**src/rtl/bus_xfer_ctrl_if.sv**
```systemverilog
// rtl/bus_xfer_ctrl_if.sv - command handshake and bus enable/load bundle for bus_xfer_ctrl
interface bus_xfer_ctrl_if;
  logic       cmd_valid;
  logic       cmd_ready;
  logic [1:0] cmd_src;
  logic [2:0] cmd_dst;
  logic       eni;
  logic       ena;
  logic       enb;
  logic       enc;
  logic       lda;
  logic       ldb;
  logic       ldc;
  logic       busy;
  logic       done;
  logic       err;
  logic [7:0] xfer_cnt;

  modport master (
    output cmd_valid, cmd_src, cmd_dst,
    input  cmd_ready, eni, ena, enb, enc, lda, ldb, ldc, busy, done, err, xfer_cnt
  );

  modport slave (
    input  cmd_valid, cmd_src, cmd_dst,
    output cmd_ready, eni, ena, enb, enc, lda, ldb, ldc, busy, done, err, xfer_cnt
  );
endinterface

```
**src/rtl/bus_xfer_ctrl.sv**
```systemverilog
// rtl/bus_xfer_ctrl.sv - shared-bus transfer sequencer with 2-entry command FIFO
// Replays queued {src, dst} commands as drive-settle-load sequences with one driver per cycle.
module bus_xfer_ctrl #(
  parameter int SETTLE = 1
) (
  input logic            clk,
  input logic            rst,
  bus_xfer_ctrl_if.slave bus
);

  typedef enum logic [1:0] {IDLE, DRIVE, LOAD} state_t;

  localparam logic [3:0] SETTLE_M1 = 4'(SETTLE - 1);

  state_t     state_q, state_d;
  logic [4:0] fifo_q [2];
  logic [4:0] fifo_d [2];
  logic       wr_ptr_q, wr_ptr_d;
  logic       rd_ptr_q, rd_ptr_d;
  logic [1:0] count_q, count_d;
  logic [3:0] settle_q, settle_d;
  logic [1:0] src_q, src_d;
  logic [2:0] mask_q, mask_d;
  logic [3:0] en_q, en_d;
  logic [2:0] ld_q, ld_d;
  logic       busy_q, busy_d;
  logic       done_q, done_d;
  logic       err_q, err_d;
  logic [7:0] xfer_cnt_q, xfer_cnt_d;

  logic       full;
  logic       push;
  logic       pop;
  logic [4:0] head;
  logic [1:0] head_src;
  logic [2:0] head_mask;

  // Register bit a source would otherwise load from itself; the input buffer has none.
  function automatic logic [2:0] self_bit(input logic [1:0] src);
    case (src)
      2'd1:    self_bit = 3'b001;
      2'd2:    self_bit = 3'b010;
      2'd3:    self_bit = 3'b100;
      default: self_bit = 3'b000;
    endcase
  endfunction

  always_comb begin
    full      = (count_q == 2'd2);
    push      = bus.cmd_valid && !full;
    pop       = (state_q == IDLE) && (count_q != 2'd0);
    head      = fifo_q[rd_ptr_q];
    head_src  = head[4:3];
    head_mask = head[2:0] & ~self_bit(head_src);

    fifo_d   = fifo_q;
    wr_ptr_d = wr_ptr_q;
    rd_ptr_d = rd_ptr_q;
    if (push) begin
      fifo_d[wr_ptr_q] = {bus.cmd_src, bus.cmd_dst};
      wr_ptr_d         = ~wr_ptr_q;
    end
    if (pop) begin
      rd_ptr_d = ~rd_ptr_q;
    end
    count_d = count_q + {1'b0, push} - {1'b0, pop};
  end

  always_comb begin
    state_d  = state_q;
    settle_d = settle_q;
    src_d    = src_q;
    mask_d   = mask_q;
    err_d    = 1'b0;
    case (state_q)
      IDLE: begin
        if (pop) begin
          src_d  = head_src;
          mask_d = head_mask;
          if (head_mask != 3'b000) begin
            state_d  = DRIVE;
            settle_d = SETTLE_M1;
          end else begin
            err_d = 1'b1;
          end
        end
      end
      DRIVE: begin
        if (settle_q == 4'd0) begin
          state_d = LOAD;
        end else begin
          settle_d = settle_q - 4'd1;
        end
      end
      LOAD:    state_d = IDLE;
      default: state_d = IDLE;
    endcase

    // Outputs are decoded from the next state so every strobe comes straight off a flop.
    en_d       = (state_d != IDLE) ? (4'b0001 << src_d) : 4'b0000;
    ld_d       = (state_d == LOAD) ? mask_d : 3'b000;
    done_d     = (state_q == LOAD);
    xfer_cnt_d = xfer_cnt_q + {7'd0, done_d};
    busy_d     = (state_d != IDLE) || (count_d != 2'd0);
  end

  always_ff @(posedge clk or posedge rst) begin
    if (rst) begin
      state_q    <= IDLE;
      fifo_q     <= '{default: 5'd0};
      wr_ptr_q   <= 1'b0;
      rd_ptr_q   <= 1'b0;
      count_q    <= 2'd0;
      settle_q   <= 4'd0;
      src_q      <= 2'd0;
      mask_q     <= 3'd0;
      en_q       <= 4'd0;
      ld_q       <= 3'd0;
      busy_q     <= 1'b0;
      done_q     <= 1'b0;
      err_q      <= 1'b0;
      xfer_cnt_q <= 8'd0;
    end else begin
      state_q    <= state_d;
      fifo_q     <= fifo_d;
      wr_ptr_q   <= wr_ptr_d;
      rd_ptr_q   <= rd_ptr_d;
      count_q    <= count_d;
      settle_q   <= settle_d;
      src_q      <= src_d;
      mask_q     <= mask_d;
      en_q       <= en_d;
      ld_q       <= ld_d;
      busy_q     <= busy_d;
      done_q     <= done_d;
      err_q      <= err_d;
      xfer_cnt_q <= xfer_cnt_d;
    end
  end

  assign bus.cmd_ready = !full;
  assign bus.eni       = en_q[0];
  assign bus.ena       = en_q[1];
  assign bus.enb       = en_q[2];
  assign bus.enc       = en_q[3];
  assign bus.lda       = ld_q[0];
  assign bus.ldb       = ld_q[1];
  assign bus.ldc       = ld_q[2];
  assign bus.busy      = busy_q;
  assign bus.done      = done_q;
  assign bus.err       = err_q;
  assign bus.xfer_cnt  = xfer_cnt_q;

endmodule

```
**src/flat_wrapper.sv**
```systemverilog
// flat-port wrapper written by rule: the top's interface ports become plain ports
module bus_xfer_ctrl_flat 
#(
  parameter int SETTLE = 1
)
  (clk, rst, bus_cmd_valid, bus_cmd_src, bus_cmd_dst, bus_cmd_ready, bus_eni, bus_ena, bus_enb, bus_enc, bus_lda, bus_ldb, bus_ldc, bus_busy, bus_done, bus_err, bus_xfer_cnt);
  bus_xfer_ctrl_if bus_i ();
  input logic clk;
  input logic rst;
  input wire logic [$bits(bus_i.cmd_valid)-1:0] bus_cmd_valid;
  input wire logic [$bits(bus_i.cmd_src)-1:0] bus_cmd_src;
  input wire logic [$bits(bus_i.cmd_dst)-1:0] bus_cmd_dst;
  output wire logic [$bits(bus_i.cmd_ready)-1:0] bus_cmd_ready;
  output wire logic [$bits(bus_i.eni)-1:0] bus_eni;
  output wire logic [$bits(bus_i.ena)-1:0] bus_ena;
  output wire logic [$bits(bus_i.enb)-1:0] bus_enb;
  output wire logic [$bits(bus_i.enc)-1:0] bus_enc;
  output wire logic [$bits(bus_i.lda)-1:0] bus_lda;
  output wire logic [$bits(bus_i.ldb)-1:0] bus_ldb;
  output wire logic [$bits(bus_i.ldc)-1:0] bus_ldc;
  output wire logic [$bits(bus_i.busy)-1:0] bus_busy;
  output wire logic [$bits(bus_i.done)-1:0] bus_done;
  output wire logic [$bits(bus_i.err)-1:0] bus_err;
  output wire logic [$bits(bus_i.xfer_cnt)-1:0] bus_xfer_cnt;
  assign bus_i.cmd_valid = bus_cmd_valid;
  assign bus_i.cmd_src = bus_cmd_src;
  assign bus_i.cmd_dst = bus_cmd_dst;
  assign bus_cmd_ready = bus_i.cmd_ready;
  assign bus_eni = bus_i.eni;
  assign bus_ena = bus_i.ena;
  assign bus_enb = bus_i.enb;
  assign bus_enc = bus_i.enc;
  assign bus_lda = bus_i.lda;
  assign bus_ldb = bus_i.ldb;
  assign bus_ldc = bus_i.ldc;
  assign bus_busy = bus_i.busy;
  assign bus_done = bus_i.done;
  assign bus_err = bus_i.err;
  assign bus_xfer_cnt = bus_i.xfer_cnt;
  bus_xfer_ctrl #(.SETTLE(SETTLE)) u_core (.clk(clk), .rst(rst), .bus(bus_i));
endmodule
```
**config.mk**
```make
export PLATFORM = sky130hd
export DESIGN_NAME = bus_xfer_ctrl_flat
export DESIGN_NICKNAME = d
export VERILOG_FILES = /design/src/rtl/bus_xfer_ctrl_if.sv /design/src/rtl/bus_xfer_ctrl.sv /design/src/flat_wrapper.sv
export SDC_FILE = /design/constraint.sdc
export NUM_CORES = 1
export LEC_CHECK = 0
export CORE_UTILIZATION = 57
export DETAILED_ROUTE_END_ITERATION = 6
export GPL_TIMING_DRIVEN = 0
export PLACE_DENSITY = 0.88
export SETUP_SLACK_MARGIN = 0.2
export SYNTH_ARGS = -nofsm -noshare
export SYNTH_HDL_FRONTEND = slang
export SYNTH_SLANG_ARGS = --single-unit
```
**constraint.sdc**
```tcl
create_clock -name clk -period 5.2 [get_ports clk]
set_clock_uncertainty 0.15 [all_clocks]
set_input_delay 1.56 -clock clk [delete_from_list [all_inputs] [get_ports clk]]
set_output_delay 1.56 -clock clk [all_outputs]
set_load 0.01 [all_outputs]
```
==> run summary, run 1 <==
The flow ran to the end, and the final reports show no timing, DRC or antenna violations. The type of the worst min-delay path is flip-flop to flip-flop. The post-synth net total came out at 178.

The slowest stage of the critical path belongs to the cell sky130_fd_sc_hd__clkdlybuf4s50_1. The global routing usage summed across all routing layers is 22.4%. The most critical setup path has its startpoint at u_core.count_q[1]. The detailed placement HPWL came out at 2.78 mm. In this run the cell area of the synthesized design comes to 2000 um^2. The number of input and output port buffers inserted is 26. After clock tree synthesis, the setup repair step added 0 buffers.

Dividing total power by cell area gives a power density of 628 nW/um^2. The area share of the largest cell type after synthesis is 53.7%. The tree built by TritonCTS fans out to 43 sinks. The number of max-cap violations is 0. Entering global routing, the biggest net connects 44 pins.

The source of the worst register-to-register timing path is u_core.count_q[1]. STA classifies the critical path endpoint as a primary output. On the worst path, the slowest cell contributes a delay of 0.55 ns. The worst setup margin is 2.02 ns. The leakage power of the design came out at 1.04 nW. For this run, the register share of the synthesized area comes to 53.7%. The critical path in this run is classified as flip-flop to primary output.

For this block, the routed nets add up to 3.69 mm of wire. TritonCTS built the clock tree. The worst setup path is launched from a flip-flop.

The number of global-route vias before repair is 1,377. The wire length of the first global-routing pass came out at 6.01 mm. The number of failing hold endpoints at the final stage is 0. The top fanout value on the critical path came out at 4.

The I/O pin count came out at 27. The number of buffers and inverters on the critical path is 1. The overall die area came out at 3760 um^2.

The netlist uses 47 different library cells. The number of synthesized flops with an enable pin came out at 0. For the worst setup path, the data required time is 3.49 ns. The TritonCTS buffer count is 5. The number of detailed-routing iterations run before antenna repair is 4. The hold buffer count at CTS is 0.

Dividing the detail-routed wire length by the instance count gives 15.1 um. The share of flip-flops with an asynchronous set or reset came out at 100%. Setup violations remaining at the end of the flow were counted as 0. STA puts the critical path data arrival time at 1.47 ns. The kind of cell with the highest combined delay along the critical path is buffers and inverters. The number of warnings issued by yosys came out at 0. Headroom to the max-slew limit came out at 42.6%. The synthesized netlist cell count came out at 164.

The mean number of vias per cell came out at 5.71. The placer congestion estimate is 0.876. After filler insertion, the fill cell instance count of the layout stands at 273. The floorplan step defined a core boundary enclosing 3360 um^2. Of the cells placed in the final design, the portion with a size suffix greater than 1 is 18.7%.

The initial utilization of the core area, before any placement, comes to 59.6%. Global routing finished with a remaining overflow of 0. The library cell occupying the most area in the post-synthesis netlist is sky130_fd_sc_hd__dfrtp_1. The commonest cells after synthesis are sky130_fd_sc_hd__dfrtp_1, sky130_fd_sc_hd__mux2_2, sky130_fd_sc_hd__nand2_1, sky130_fd_sc_hd__xnor2_1, sky130_fd_sc_hd__nor2_1.

The post-placement setup slack is 2.02 ns. The clock period could shrink to 3.18 ns. The final routed DRC violation total came out at 0.

The source-to-sink clock delay at the later pin of the worst-skew pair is 0.35 ns. After layout, the worst path uses 61.2% of the clock period. The count of antenna diodes in the layout came out at 0. The count of cells resized by post-cts repair is 0.

Sorting the synthesized cells by area gives the leading types as sky130_fd_sc_hd__dfrtp_1, sky130_fd_sc_hd__mux2_2, sky130_fd_sc_hd__xnor2_1. The count of nets left with antenna violations once routing finished came out at 0. Setup repair after global routing left no endpoint under its margin. After floorplanning, the core was divided into 21 placement rows. Traced cell by cell, the critical path runs through nand2b_1 > clkdlybuf4s50_1. The dominant synthesized flop cell is sky130_fd_sc_hd__dfrtp_1. The worst ir drop on vdd is 341 uV.

The routed layout has 1,393 vias. sky130_fd_sc_hd__dfrtp_1 is the most common cell in the netlist. The startpoint identified for the worst hold timing path is u_core.bus.xfer_cnt[7].

The starting DRC count in detailed routing is 68. The count of nets after finishing is 211. The mean instance size in the synthesized netlist came out at 12.2 um^2.

From synthesis to final layout, the design area changed by 18.4%. The clock root buffer is sky130_fd_sc_hd__clkbuf_4. The maximum operating frequency came out at 314 MHz. The number of buffers on the longest clock path came out at 2. In the final timing run, aggregate negative setup slack is 0 ns. The final-report max-slew violation count is 0.

The number of antenna violations at the first check in global routing was 0. The register bit count reported by yosys came out at 43. The die span in x is 61.3 um.

CTS built an H-tree with a depth of 2. The chip height is 61.3 um. The clock transition at the register clock pins on the worst setup and hold paths after CTS is 0.12 ns. The slew at the pin closest to its max-slew limit came out at 0.860 ns.
-- layout make-up --
cell class	count	area (um^2)	area share, %
Sequential cell	43	1080	45.4
Multi-Input combinational cell	109	872	36.8
Buffer	4	25.0	1.06
Inverter	8	30.0	1.27
Clock inverter	1	5.00	0.211
Tap cell	46	57.6	2.43
Timing Repair Buffer	26	260	11.0
Clock buffer	7	45.0	1.90
-- sequential cells by signal, indices dropped and copies added (netlist names), 2 cells and up --
register	cells
u_core.settle_q	4
u_core.mask_q	3
u_core.bus.xfer_cnt	8
u_core.src_q	2
u_core.state_q	2
u_core.count_q	2
u_core.en_q	4
u_core.fifo_q	10
u_core.ld_q	3
-- power breakdown --
group / internal [mW] / total [mW] / switching [mW]
logic: 0.358 / 0.796 / 0.439
clock network: 0.0528 / 0.152 / 0.0992
registers: 0.461 / 0.541 / 0.0809
-- per-stage QoR --
step	instances	hold WS, ns	util, %	area [um^2]	power, mW
global route	244	0.371	70.5	2370	1.60
detailed placement	236	0.311	69.0	2320	1.34
CTS	244	0.332	70.5	2370	1.50
global placement	236	0.310	69.0	2320	1.28
finish	244	0.328	70.5	2370	1.49
floorplan	164	0.291	-	2000	1.11
-- worst register-to-register path, stage by stage, from the launching register on --
cell	delay [ns]
sky130_fd_sc_hd__dfrtp_1	0.44
sky130_fd_sc_hd__or2_0	0.22
sky130_fd_sc_hd__buf_2	0.15
sky130_fd_sc_hd__nand2_2	0.10
sky130_fd_sc_hd__inv_2	0.09
sky130_fd_sc_hd__ha_1	0.28
sky130_fd_sc_hd__inv_1	0.04
sky130_fd_sc_hd__ha_1	0.18
sky130_fd_sc_hd__xnor2_1	0.18
sky130_fd_sc_hd__xnor2_1	0.12
sky130_fd_sc_hd__nor3_1	0.14
sky130_fd_sc_hd__o21ai_1	0.08
-- routing by layer --
layer	GRT usage, %	vias to the layer above	wire [um]
met4	12.0	0	95
met2	40.4	50	2010
met3	4.62	13	159
met1	24.7	681	1430
li1	-	649	-
met5	0	-	0
-- worst paths after layout --
| path | endpoint | slack (ns) | cells after the start |
|---|---|---|---|
| min | u_core.bus.xfer_cnt[7] | 0.33 | 1 |
| min reg2reg | u_core.bus.xfer_cnt[7] | 0.33 | 1 |
| min in group asynchronous | u_core.bus.xfer_cnt[6] | 1.55 | 2 |
| max reg2reg | u_core.bus.busy | 2.93 | 11 |
| max | bus_cmd_ready | 2.02 | 2 |
| max in group asynchronous | u_core.fifo_q[5] | 2.81 | 2 |
-- layout by cell type, fill, tap and decap left out, types with 2 or more instances in the layout --
master	count
sky130_fd_sc_hd__clkdlybuf4s50_1	26
sky130_fd_sc_hd__clkbuf_4	5
sky130_fd_sc_hd__nor4_1	2
sky130_fd_sc_hd__nand2_1	9
sky130_fd_sc_hd__o2111ai_1	2
sky130_fd_sc_hd__nor2_1	8
sky130_fd_sc_hd__ha_1	6
sky130_fd_sc_hd__inv_2	2
sky130_fd_sc_hd__nand3_1	7
sky130_fd_sc_hd__mux2i_1	4
sky130_fd_sc_hd__dfrtp_1	43
sky130_fd_sc_hd__xnor2_1	9
sky130_fd_sc_hd__o31ai_2	3
sky130_fd_sc_hd__mux2_2	12
sky130_fd_sc_hd__a21oi_1	4
sky130_fd_sc_hd__nand2b_1	2
sky130_fd_sc_hd__nand4_1	2
sky130_fd_sc_hd__o21ai_1	4
sky130_fd_sc_hd__xor2_1	4
sky130_fd_sc_hd__clkbuf_1	3
sky130_fd_sc_hd__buf_2	2
sky130_fd_sc_hd__nor3_1	3
sky130_fd_sc_hd__o211ai_1	2
sky130_fd_sc_hd__inv_1	6
sky130_fd_sc_hd__o31ai_1	2
sky130_fd_sc_hd__mux2_4	2
-- kinds of logic (layout without fill, tap and decap cells) --
group	Yosys count	in the layout	synth area share (%)
AOI/OAI and AO/OA	27	27	11.5
xor gates and xnor gates	13	13	5.68
adders and majority gates	6	6	3.75
buffers and inverters	12	46	2.75
DFF	43	43	53.7
muxes	19	19	10.9
and+or+nand+nor	44	44	11.7
No activity file was read; power rests on OpenSTA's default activity.
==> inputs of run 2 (changes only) <==
- CORE_UTILIZATION: 57 -> 54
- PLACE_DENSITY: 0.88 -> 0.85
- clock period: 5.2 -> 3.1 ns (I/O delays scaled with it)
==> run 2 against run 1 <==
Largest cell class unchanged. Critical path type unchanged. Clock-buffer cell count down 1. Sequential power rose by 67%. Power up 73%.
==> run summary, run 2 (same netlist as run 1, synthesis figures left out) <==
The run finished with clean final reports. The critical path arrival came out at 1.41 ns. The starting DRC count in detailed routing came out at 73. The detailed-routing wirelength on met1 is 1.43 mm. Across every metal layer, demand over resource in global routing totals 20.7%. The mean number of vias per cell is 5.53.

The worst-case headroom to the max-slew limit is 43.3%. The final-report max-slew violation count is 0. The number of global-route vias before repair came out at 1,350. The count of nets after finishing came out at 211. 0 antenna diodes ended up in the layout. The floorplan step defined a die boundary enclosing 3960 um^2. In the detailed route, the total length drawn on met3 is 179 um. The number of buffers on the longest clock path came out at 2. The clock transition at the register clock pins on the worst setup and hold paths after CTS came out at 0.08 ns. The effective utilization at floorplan is 58.2%. The area of the core region came out at 3440 um^2. The routed layout has 1,349 vias. At the end of routability-driven placement, the weighted congestion stood at 0.843. For this run, the slowest stage of the critical path takes 0.56 ns.

The wire length of the first global-routing pass is 6.13 mm. Traced cell by cell, the critical path runs through nand2b_1 > clkdlybuf4s50_1. The detailed router used layers up to and including met4.

The top fanout value on the critical path is 4. The number of antenna violations at the first check in global routing is 0. TritonCTS built the clock tree. The final routed DRC violation total is 0. The setup violation total in the final timing report came out at 0. In this run the horizontal extent of the chip is 62.9 um. The power per cell area is 1070 nW/um^2. The worst setup path is launched from a flip-flop. Counting flops per register, the top entry is u_core.fifo_q. The cell with the largest stage delay on the worst path is sky130_fd_sc_hd__clkdlybuf4s50_1. The number of buffers and inverters on the critical path is 1. The H-tree level count came out at 2. The clock root buffer is sky130_fd_sc_hd__clkbuf_8.

The remaining antenna violation count is 0. Once layout is done, the placed cells without fillers occupy 2410 um^2. For the worst-skew pair, the clock arrives at the later sink with an insertion delay of 0.29 ns.

The post-route fraction of the period consumed by the critical path came out at 80.4%. Grouping stages by cell kind, the critical path spends the most delay in buffers and inverters. The flip-flop count of the largest register, all copies and words added came out at 10.

The sink count of the clock tree came out at 43. The I/O pin count is 27. Summed over all layers, the routed wires come to 3.55 mm. Max-cap violations in this run came to 0. In the layout the commonest cells are sky130_fd_sc_hd__dfrtp_1, sky130_fd_sc_hd__clkdlybuf4s50_1, sky130_fd_sc_hd__mux2_2, sky130_fd_sc_hd__nand2_1, sky130_fd_sc_hd__xnor2_1. For this run, the top clock speed supported by timing is 401 MHz. The worst hold margin is 0.343 ns.

The post-route minimum period is 2.49 ns. The layout has 265 filler cells. The leakage power of the design is 1.05 nW. The count of cells resized by post-cts repair came out at 0. Relative to the synthesized area, the layout overhead comes to 20.1%. The number of detailed-routing iterations run before antenna repair is 4. The maximum number of pins on one net before global-route repair came out at 44. The data required time of the critical path is 2.02 ns. The floorplan has 21 rows.

The number of input and output port buffers inserted came out at 26. The total grt overflow came out at 0. The chip height is 62.9 um.

The min-delay analysis places its worst path in the category flip-flop to flip-flop. TritonCTS created 5 clock buffers. The hold buffer count at CTS is 0. The routed wirelength normalized by instance count is 14.6 um. The fraction of final layout cells with drive strength greater than 1 is 19.2%. The worst ir drop on vdd is 572 uV. The slew at the pin closest to its max-slew limit is 0.849 ns. The library cell used most frequently in the layout, excluding fill and tap cells, is sky130_fd_sc_hd__dfrtp_1. The number of failing hold endpoints at the final stage is 0. The sum of negative setup slack is 0 ns.

In this run the post-CTS setup repair buffer count came out at 0. The nature of the critical path endpoint is a primary output. The critical path in this run is classified as flip-flop to primary output. The detailed placement HPWL came out at 2.67 mm. Setup repair after global routing left no endpoint under its margin.

The placed instance area is 2320 um^2. Detailed routing placed a total of 1.86 mm of wire on met2.
[run 2: changes by cell type in the layout (fill, tap and decap cells not counted)]
cell / delta
sky130_fd_sc_hd__clkbuf_1: -1
sky130_fd_sc_hd__clkbuf_4: -5
sky130_fd_sc_hd__clkinvlp_4: +1
sky130_fd_sc_hd__clkbuf_8: +5
[run 2: worst register-to-register path, delay by kind of cell, from the launching register on]
kind	cells	cell delay, ns
compound gates	1	0.10
xor+xnor	2	0.25
fa+ha+maj	2	0.40
buf+inv	2	0.21
flops	1	0.44
simple gates	3	0.58
[run 2: stage by stage]
stage                     util [%]  cells  worst slack [ns]  power (mW)
after floorplan                  -    164              1.02        1.86
after detailed placement      67.4    236             0.542        2.25
after global routing          69.9    244             0.550        2.76
after global placement        67.4    236             0.268        2.15
after CTS                     69.9    244             0.597        2.60
final                         69.9    244             0.608        2.58
[run 2: per-layer routing]
| layer | GRT usage, % | vias to the layer above |
|---|---|---|
| met5 | 0 | - |
| met4 | 11.9 | 0 |
| met3 | 4.38 | 8 |
| met2 | 36.6 | 52 |
| met1 | 22.8 | 646 |
| li1 | - | 643 |
[run 2: where the power goes]
part           internal (mW)  leakage, nW  switching (mW)
Sequential             0.774        0.544           0.132
Combinational          0.602        0.468           0.739
Clock                  0.157       0.0412           0.179
[run 2: worst paths after layout]
kind,startpoint,endpoint,slack (ns),cells after the start
min in group asynchronous,rst,u_core.wr_ptr_q,0.98,2
max,u_core.count_q[1],bus_cmd_ready,0.61,2
max in group asynchronous,rst,u_core.bus.xfer_cnt[3],1.29,2
min reg2reg,u_core.settle_q[0],u_core.settle_q[0],0.34,1
min,u_core.settle_q[0],u_core.settle_q[0],0.34,1
max reg2reg,u_core.state_q[1],u_core.bus.busy,0.83,10
[run 2: final cells by class]
class                   count  area (um^2)  area share [%]
multi-input cells         109          872            36.2
repair buffers             26          260            10.8
clock inverters             2         12.5           0.520
plain buffers               4         25.0            1.04
clock buffers               6         72.6            3.02
inverters                   8         30.0            1.25
well taps                  46         57.6            2.39
flip-flops and latches     43         1080            44.7
==> inputs of run 3 (changes only) <==
- CORE_UTILIZATION: 54 -> 49
- PLACE_DENSITY: 0.85 -> 0.81
- clock period: 3.1 -> 2.1 ns (I/O delays scaled with it)
==> run 3 against run 2 <==
The flow now finishes with violations (setup timing). Die area grew 9.9%. Critical path depth up 9. Non-clock buffer count up 15. Hold slack worse by 0.013 ns. Core utilization rose by 0.19 points. Wire length up 22%. Critical endpoint is now u_core.bus.busy. Largest cell class unchanged. Highest routed layer unchanged.
==> run summary, run 3 (same netlist as run 1, synthesis figures left out) <==
The flow ran to the end, but the final reports show violations. The checks that failed: setup timing. The source-to-sink clock delay at the later pin of the worst-skew pair is 0.31 ns. The worst path in the final design needs a cycle of 2.15 ns, including I/O delays and setup.

Among cell families on the critical path, the largest total delay comes from simple AND/OR/NAND/NOR gates. The slew at the pin closest to its max-slew limit is 0.871 ns. In the finished design, the share of the clock period the worst path needs comes to 103%.

The largest register by flop count is u_core.fifo_q. The leakage power of the design is 1.24 nW. In this run the most used layer during global routing was met2. The routed wirelength normalized by instance count came out at 16.7 um. The remaining antenna violation count came out at 0.

The chip height came out at 65.9 um. The type of the worst min-delay path is flip-flop to flip-flop. The signal on the critical path passes through or2_0 > buf_4 > nand2_4 > inv_6 > ha_4 > inv_2 > ha_4 > xnor2_4 > xnor2_2 > nor3_2 > o21ai_1. Setup repair after global routing could not meet its margin everywhere. Setup slack on the critical path of the routed design comes to -0.0546 ns. The routed via count came out at 1,502.

The floorplan step defined a core boundary enclosing 3800 um^2. The maximum operating frequency is 464 MHz. On the critical path, the stage with the largest delay is an instance of sky130_fd_sc_hd__dfrtp_1. The TritonCTS clock tree is done. The mean number of vias per cell is 5.75. The nature of the critical path endpoint is a flip-flop.

The first TritonRoute pass finished after 4 iterations. The number of global-route vias before repair was 1,445. The met2 usage came out at 37.5%. CTS placed an instance of sky130_fd_sc_hd__clkbuf_8 at the clock tree root. The sink count of the clock tree came out at 43. The worst setup path is launched from a flip-flop.

The largest stage delay on the critical path is 0.40 ns. The placer congestion estimate came out at 0.899. No sink is reached through more buffers than the 2 on the longest clock path. The total grt overflow came out at 0. The number of non-filler instances in the completed layout came out at 261. The final-report max-slew violation count came out at 0. The effective utilization at floorplan came out at 52.7%.

The worst ir drop on vdd came out at 955 uV. The worst pin sits at a relative slew slack of 41.8%. The total wire length after detailed routing is 4.35 mm. The hold buffer count at CTS is 0. The routing usage on met3 is 5.86%. The die span in x is 65.9 um. The number of input and output port buffers inserted came out at 26.

The fraction of final layout cells with drive strength greater than 1 came out at 34.7%. The critical path arrival came out at 2.19 ns. The final routed DRC violation total is 0. The cell that appears most often on the critical path is sky130_fd_sc_hd__ha_4.

For this block, the initial DRC count from the detailed router was 75. The global routing usage summed across all routing layers is 21.0%. The register with the most flip-flops in the layout has 10 of them. After the last flow step, the layout net total stands at 226.

From synthesis to final layout, the design area changed by 32.9%. The library cell used most frequently in the layout, excluding fill and tap cells, is sky130_fd_sc_hd__dfrtp_1. In this run the number of H-tree levels came out at 2.

Clock tree synthesis inserted a total of 5 buffers. The die covers 4350 um^2. The tool flagged a number of max-cap violations equal to 0.

The number of failing hold endpoints at the final stage is 0. The number of buffers and inverters on the critical path came out at 3. The data required time of the critical path is 2.13 ns. In this run the power density over the cells is 1730 nW/um^2.

The met1 capacity usage during global routing came out at 23.7%. The detailed placement HPWL came out at 2.74 mm. The count of antenna diodes in the layout came out at 0. The setup violation total in the final timing report came out at 1. Pin placement for this block handled 27 I/O pins. The top fanout value on the critical path came out at 3. The row count is 22. The final-layout fill cell count came out at 257. The clock transition at the register clock pins on the worst setup and hold paths after CTS came out at 0.09 ns.

Counting tap cells, the placed design contains a total of 238 instances. By startpoint and endpoint, the worst setup path is classified as flip-flop to flip-flop. The maximum number of pins on one net before global-route repair came out at 44.

The number of antenna violations at the first check in global routing came out at 0. The wire length of the first global-routing pass came out at 6.75 mm. In the layout the commonest cells are sky130_fd_sc_hd__dfrtp_1, sky130_fd_sc_hd__dlygate4sd2_1, sky130_fd_sc_hd__buf_4, sky130_fd_sc_hd__mux2_2, sky130_fd_sc_hd__nand2_1. The post-placement setup slack is -0.145 ns.
run 3: cell count changes in the layout (fill, tap and decap cells not counted), moves of 3 or more:
cell | before | now
sky130_fd_sc_hd__buf_4 | 0 | 14
sky130_fd_sc_hd__buf_6 | 1 | 4
sky130_fd_sc_hd__clkdlybuf4s50_1 | 26 | 7
sky130_fd_sc_hd__dlygate4sd2_1 | 0 | 18
sky130_fd_sc_hd__ha_1 | 6 | 3
sky130_fd_sc_hd__nor2_1 | 8 | 5
sky130_fd_sc_hd__nor2_2 | 0 | 3
run 3: final cells by class:
class,count,area [um^2],area share [%]
timing repair buffer,41,359,13.5
sequential,43,1080,40.5
tap,48,60.1,2.26
inverter,8,35.0,1.32
buffer,4,38.8,1.46
clock buffer,5,68.8,2.58
multi-input combinational,109,980,36.8
clock inverter,3,43.8,1.64
run 3: per-layer routing:
| metal | vias to the layer above | routed length [um] |
|---|---|---|
| met4 | 0 | 74 |
| met2 | 64 | 2340 |
| met5 | - | 0 |
| li1 | 680 | - |
| met1 | 747 | 1710 |
| met3 | 11 | 231 |
run 3: repair_timing:
item / CTS / global route
pin swaps: 4 / 5
endpoints found under the setup margin: 27 / 12
gates resized for setup: 34 / 22
setup buffers: 9 / 6
run 3: worst reg2reg max path: stages (launching register included):
cell	delay, ns
sky130_fd_sc_hd__dfrtp_1	0.40
sky130_fd_sc_hd__or2_0	0.24
sky130_fd_sc_hd__buf_4	0.17
sky130_fd_sc_hd__nand2_4	0.09
sky130_fd_sc_hd__inv_6	0.04
sky130_fd_sc_hd__ha_4	0.25
sky130_fd_sc_hd__inv_2	0.04
sky130_fd_sc_hd__ha_4	0.16
sky130_fd_sc_hd__xnor2_4	0.13
sky130_fd_sc_hd__xnor2_2	0.15
sky130_fd_sc_hd__nor3_2	0.13
sky130_fd_sc_hd__o21ai_1	0.09
run 3: report_power, final:
group / switching (mW) / internal [mW] / leakage [nW] / total [mW]
Clock: 0.286 / 0.354 / 0.0581 / 0.640
Combinational: 1.39 / 1.24 / 0.638 / 2.62
Sequential: 0.189 / 1.14 / 0.542 / 1.33
Total: 1.86 / 2.73 / 1.24 / 4.60
run 3: path summary, 6_finish.rpt:
kind / startpoint / endpoint / slack (ns) / cells after the start
setup / recovery: u_core.count_q[0] / u_core.bus.busy / -0.05 / 11
hold / removal: u_core.bus.xfer_cnt[7] / u_core.bus.xfer_cnt[7] / 0.33 / 1
setup reg to reg: u_core.count_q[0] / u_core.bus.busy / -0.05 / 11
hold reg to reg: u_core.bus.xfer_cnt[7] / u_core.bus.xfer_cnt[7] / 0.33 / 1
max in group asynchronous: rst / u_core.state_q[1] / 0.52 / 2
min in group asynchronous: rst / u_core.bus.xfer_cnt[4] / 0.68 / 2
run 3: metrics by stage:
step	instance area [um^2]	setup TNS (ns)	hold slack, ns	total power [mW]	utilization [%]
after detailed placement	2320	-0.767	0.325	3.31	61.2
after global placement	2320	-19.38	0.310	3.18	61.2
after global routing	2660	-0.160	0.355	4.84	70.1
after CTS	2530	-0.0242	0.334	4.16	66.7
after floorplan	2000	0	0.291	2.75	-
final	2660	-0.0546	0.329	4.60	70.1
==> patch 1, RTL diff (config.mk and constraints of run 1) <==
`en_q` no longer has a reset.
--- a/src/rtl/bus_xfer_ctrl.sv
+++ b/src/rtl/bus_xfer_ctrl.sv
@@ -114,7 +114,6 @@
       settle_q   <= 4'd0;
       src_q      <= 2'd0;
       mask_q     <= 3'd0;
-      en_q       <= 4'd0;
       ld_q       <= 3'd0;
       busy_q     <= 1'b0;
       done_q     <= 1'b0;
@@ -129,13 +128,16 @@
       settle_q   <= settle_d;
       src_q      <= src_d;
       mask_q     <= mask_d;
-      en_q       <= en_d;
       ld_q       <= ld_d;
       busy_q     <= busy_d;
       done_q     <= done_d;
       err_q      <= err_d;
       xfer_cnt_q <= xfer_cnt_d;
     end
+  end
+
+  always_ff @(posedge clk) begin
+    en_q <= en_d;
   end
 
   assign bus.cmd_ready = !full;
Behaviour: differs if rst is asserted again (counterexample within 4 cycles, from zero or initial values and one cycle with rst high); with rst held inactive, the same outputs for 10 cycles.
==> patch 1 against run 1 <==
Register-to-register slack got worse by 0.05 ns; sequential cell count stayed put; routed wire length grew 0.30%; cell count fell by 0.41%; worst hold slack gained 0.012 ns; first-iteration DRC count is 62% higher; synthesized area decreased by 0.94%; worst setup slack got worse by 0.0070 ns; combinational power up 0.8%; critical path depth unchanged; final area is the same; total power increased by 2.4%; critical path type unchanged; critical endpoint unchanged; highest routed layer unchanged.
==> patch 1: results (changes against run 1) <==
share of layout cells above drive strength 1 = 17.8% (was 18.7%)
first-pass GRT wire length = 6140 um (was 6010 um)
met3 wire len = 179 um (was 159 um)
crit path from = u_core.count_q[0] (was u_core.count_q[1])
Post-Place Setup Slack = 1.80 ns (was 2.02 ns)
Final Cycle Share = 61.3% (was 61.2%)
Finished Cell Area = 2370 sq um (unchanged)
Synth area leaders = dfrtp_1, mux2_2, xnor2_1, dfxtp_1, ha_1 (was dfrtp_1, mux2_2, xnor2_1, ha_1, mux2i_1)
most common library cells after synthesis = dfrtp_1, mux2_2, xnor2_1 (was dfrtp_1, mux2_2, nand2_1, xnor2_1, nor2_1)
leakage = 1.03 nW (was 1.04 nW)
total wire length = 3700 um (was 3690 um)
vias in the first global route = 1387 (was 1377)
met3 Usage GRT = 7.04% (was 4.62%)
run status = completed (unchanged)
Slew HR = 47.4% (was 42.6%)
Clock Buffer Count = 8 (was 7)
Layout non-clock buf frac = 12.1% (was 12.0%)
M1 WL = 1460 um (was 1430 um)
WL met2 = 1990 um (was 2010 um)
gr usage total = 23.2% (was 22.4%)
initial DRC count = 110 (was 68)
layout filler cell count = 250 (was 273)
Worst VDD drop = 0.356 mV (was 0.341 mV)
routability congestion estimate = 0.927 (was 0.876)
M1 GR Usage = 26.4% (was 24.7%)
asr flop ratio synth = 90.7% (was 100%)
Yosys cell types = 46 (was 47)
## patch 1: changes by cell type in the layout (fill, tap and decap cells not counted), sizes merged, moves of 2 or more
cell	delta
dfrtp	-4
nand2	-2
clkbuf	+2
dfxtp	+4
nand3	+2
## patch 1: logic make-up after synthesis
group / after synthesis / share of synthesized area, %
XOR/XNOR: 13 / 5.74
multiplexers: 19 / 11.2
AO/OA/AOI/OAI: 27 / 11.6
adder cells (fa/ha/maj): 6 / 3.78
flip-flops: 43 / 53.2
AND/OR/NAND/NOR: 43 / 11.6
buffers and inverters: 12 / 2.84
## patch 1: where the power goes
| part | internal (mW) | switching [mW] |
|---|---|---|
| logic | 0.365 | 0.437 |
| registers | 0.460 | 0.0838 |
| clock network | 0.0796 | 0.0999 |
| total | 0.905 | 0.621 |
## patch 1: metrics by stage
step	hold WS [ns]	std cells
2_1_floorplan	0.291	163
3_3_place_gp	0.312	235
3_5_place_dp	0.321	235
4_1_cts	0.342	243
5_1_grt	0.359	243
6_report	0.340	243
==> patch 2, RTL diff (flow settings as in run 1) <==
Made on the original files. Make the reset (`rst`) synchronous in one clocked block.
--- a/src/rtl/bus_xfer_ctrl.sv
+++ b/src/rtl/bus_xfer_ctrl.sv
@@ -104,7 +104,7 @@
     busy_d     = (state_d != IDLE) || (count_d != 2'd0);
   end
 
-  always_ff @(posedge clk or posedge rst) begin
+  always_ff @(posedge clk) begin
     if (rst) begin
       state_q    <= IDLE;
       fifo_q     <= '{default: 5'd0};
Function: differs if rst is asserted again (counterexample within 4 cycles, from zero or initial values and one cycle with rst high); with rst held inactive, the same outputs for 10 cycles.
==> patch 2 against run 1 <==
Routed wire length fell by 5.2%; worst setup slack improved by 0.028 ns; utilization rose by 2.6 points; final area fell by 5.1%; sequential cell count did not move; synthesized area fell by 7.2%; die area fell by 6.9%.
Power is not compared: it rests on default switching activity, and its combinational part moved more than twofold at a synthesized area within 25%.
==> patch 2: results (changes against run 1) <==
gr usage total = 23.7% (was 22.4%)
Worst-Margin Slew = 0.552 ns (was 0.860 ns)
Final Non-Filler Cells = 270 (was 244)
Yosys cell types = 45 (was 47)
wire per inst = 13.0 um (was 15.1 um)
DRT Pass-1 Iters = 5 (was 4)
Final nets = 239 (was 211)
critical-path maximum fanout = 3 (was 4)
worst hold path stage count = 2 (was 1)
post-synth net total = 207 (was 178)
WP data arrival = 1.44 ns (was 1.47 ns)
vias in the first global route = 1384 (was 1377)
initial DRC count = 39 (was 68)
sequential fraction of the synthesis area = 46.3% (was 53.7%)
Synth area leaders = dfxtp_1, nor2_1, mux2i_1, ha_1, xor2_1 (was dfrtp_1, mux2_2, xnor2_1, ha_1, mux2i_1)
Placed Cells = 262 (was 236)
asr flop ratio synth = 0% (was 100%)
Post-Place Setup Slack = 1.86 ns (was 2.02 ns)
first-pass GRT wire length = 6040 um (was 6010 um)
Placed Area = 2160 sq um (was 2320 sq um)
DP HPWL = 2600 um (was 2780 um)
PortBufs = 25 (was 26)
Avg Inst Size Synth = 9.63 sq um (was 12.2 sq um)
run status = completed (unchanged)
r2r worst-path depth = 8 (was 11)
register area = 861 sq um (was 1080 sq um)
largest net degree at the start of global routing = 14 (was 44)
most common library cells after synthesis = dfxtp_1, nor2_1, nand2_1 (was dfrtp_1, mux2_2, nand2_1, xnor2_1, nor2_1)
vias per cell = 5.32 (was 5.71)
-- patch 2: worst paths after layout --
check | start | to | slack [ns]
worst min-delay path | u_core.fifo_q[6] | u_core.fifo_q[6] | 0.34
worst max register to register | u_core.count_q[1] | u_core.bus.busy | 3.12
worst max-delay path | u_core.count_q[0] | bus_cmd_ready | 2.05
worst min register to register | u_core.fifo_q[6] | u_core.fifo_q[6] | 0.34
-- patch 2: logic make-up (layout without fill, tap and decap cells) --
family | count (synthesis) | after routing | synth area share, %
AND/OR/NAND/NOR | 73 | 73 | 20.3
flip-flops | 43 | 43 | 46.3
AO/OA/AOI/OAI | 31 | 31 | 12.7
buffers and inverters | 17 | 50 | 4.78
multiplexers | 12 | 12 | 6.66
XOR/XNOR | 11 | 11 | 5.18
adder cells (fa/ha/maj) | 6 | 6 | 4.04
-- patch 2: metal layers --
metal / global-route usage (%) / up-vias / routed length, um
li1: - / 729 / -
met1: 28.0 / 673 / 1630
met2: 40.4 / 25 / 1690
met3: 5.46 / 9 / 98
met4: 11.6 / 0 / 78
met5: 0 / - / 0
-- patch 2: area by class of cell --
| class | count | area share [%] |
|---|---|---|
| Tap cell | 44 | 2.45 |
| Clock inverter | 2 | 1.56 |
| Timing Repair Buffer | 25 | 11.1 |
| Inverter | 10 | 1.78 |
| Sequential cell | 43 | 38.2 |
| Clock buffer | 6 | 2.28 |
| Multi-Input combinational cell | 133 | 40.4 |
| Buffer | 7 | 2.17 |
-- patch 2: power by group --
group	leakage, nW	internal, mW	switching, mW
clock	0.0482	0.114	0.104
combinational	0.522	0.138	0.169
sequential	0.349	0.367	0.0297
-- patch 2: critical path, stage by stage (launching register included) --
cell and delay, ns:
dfxtp_1 0.39, nand2b_1 0.16, clkdlybuf4s50_1 0.54
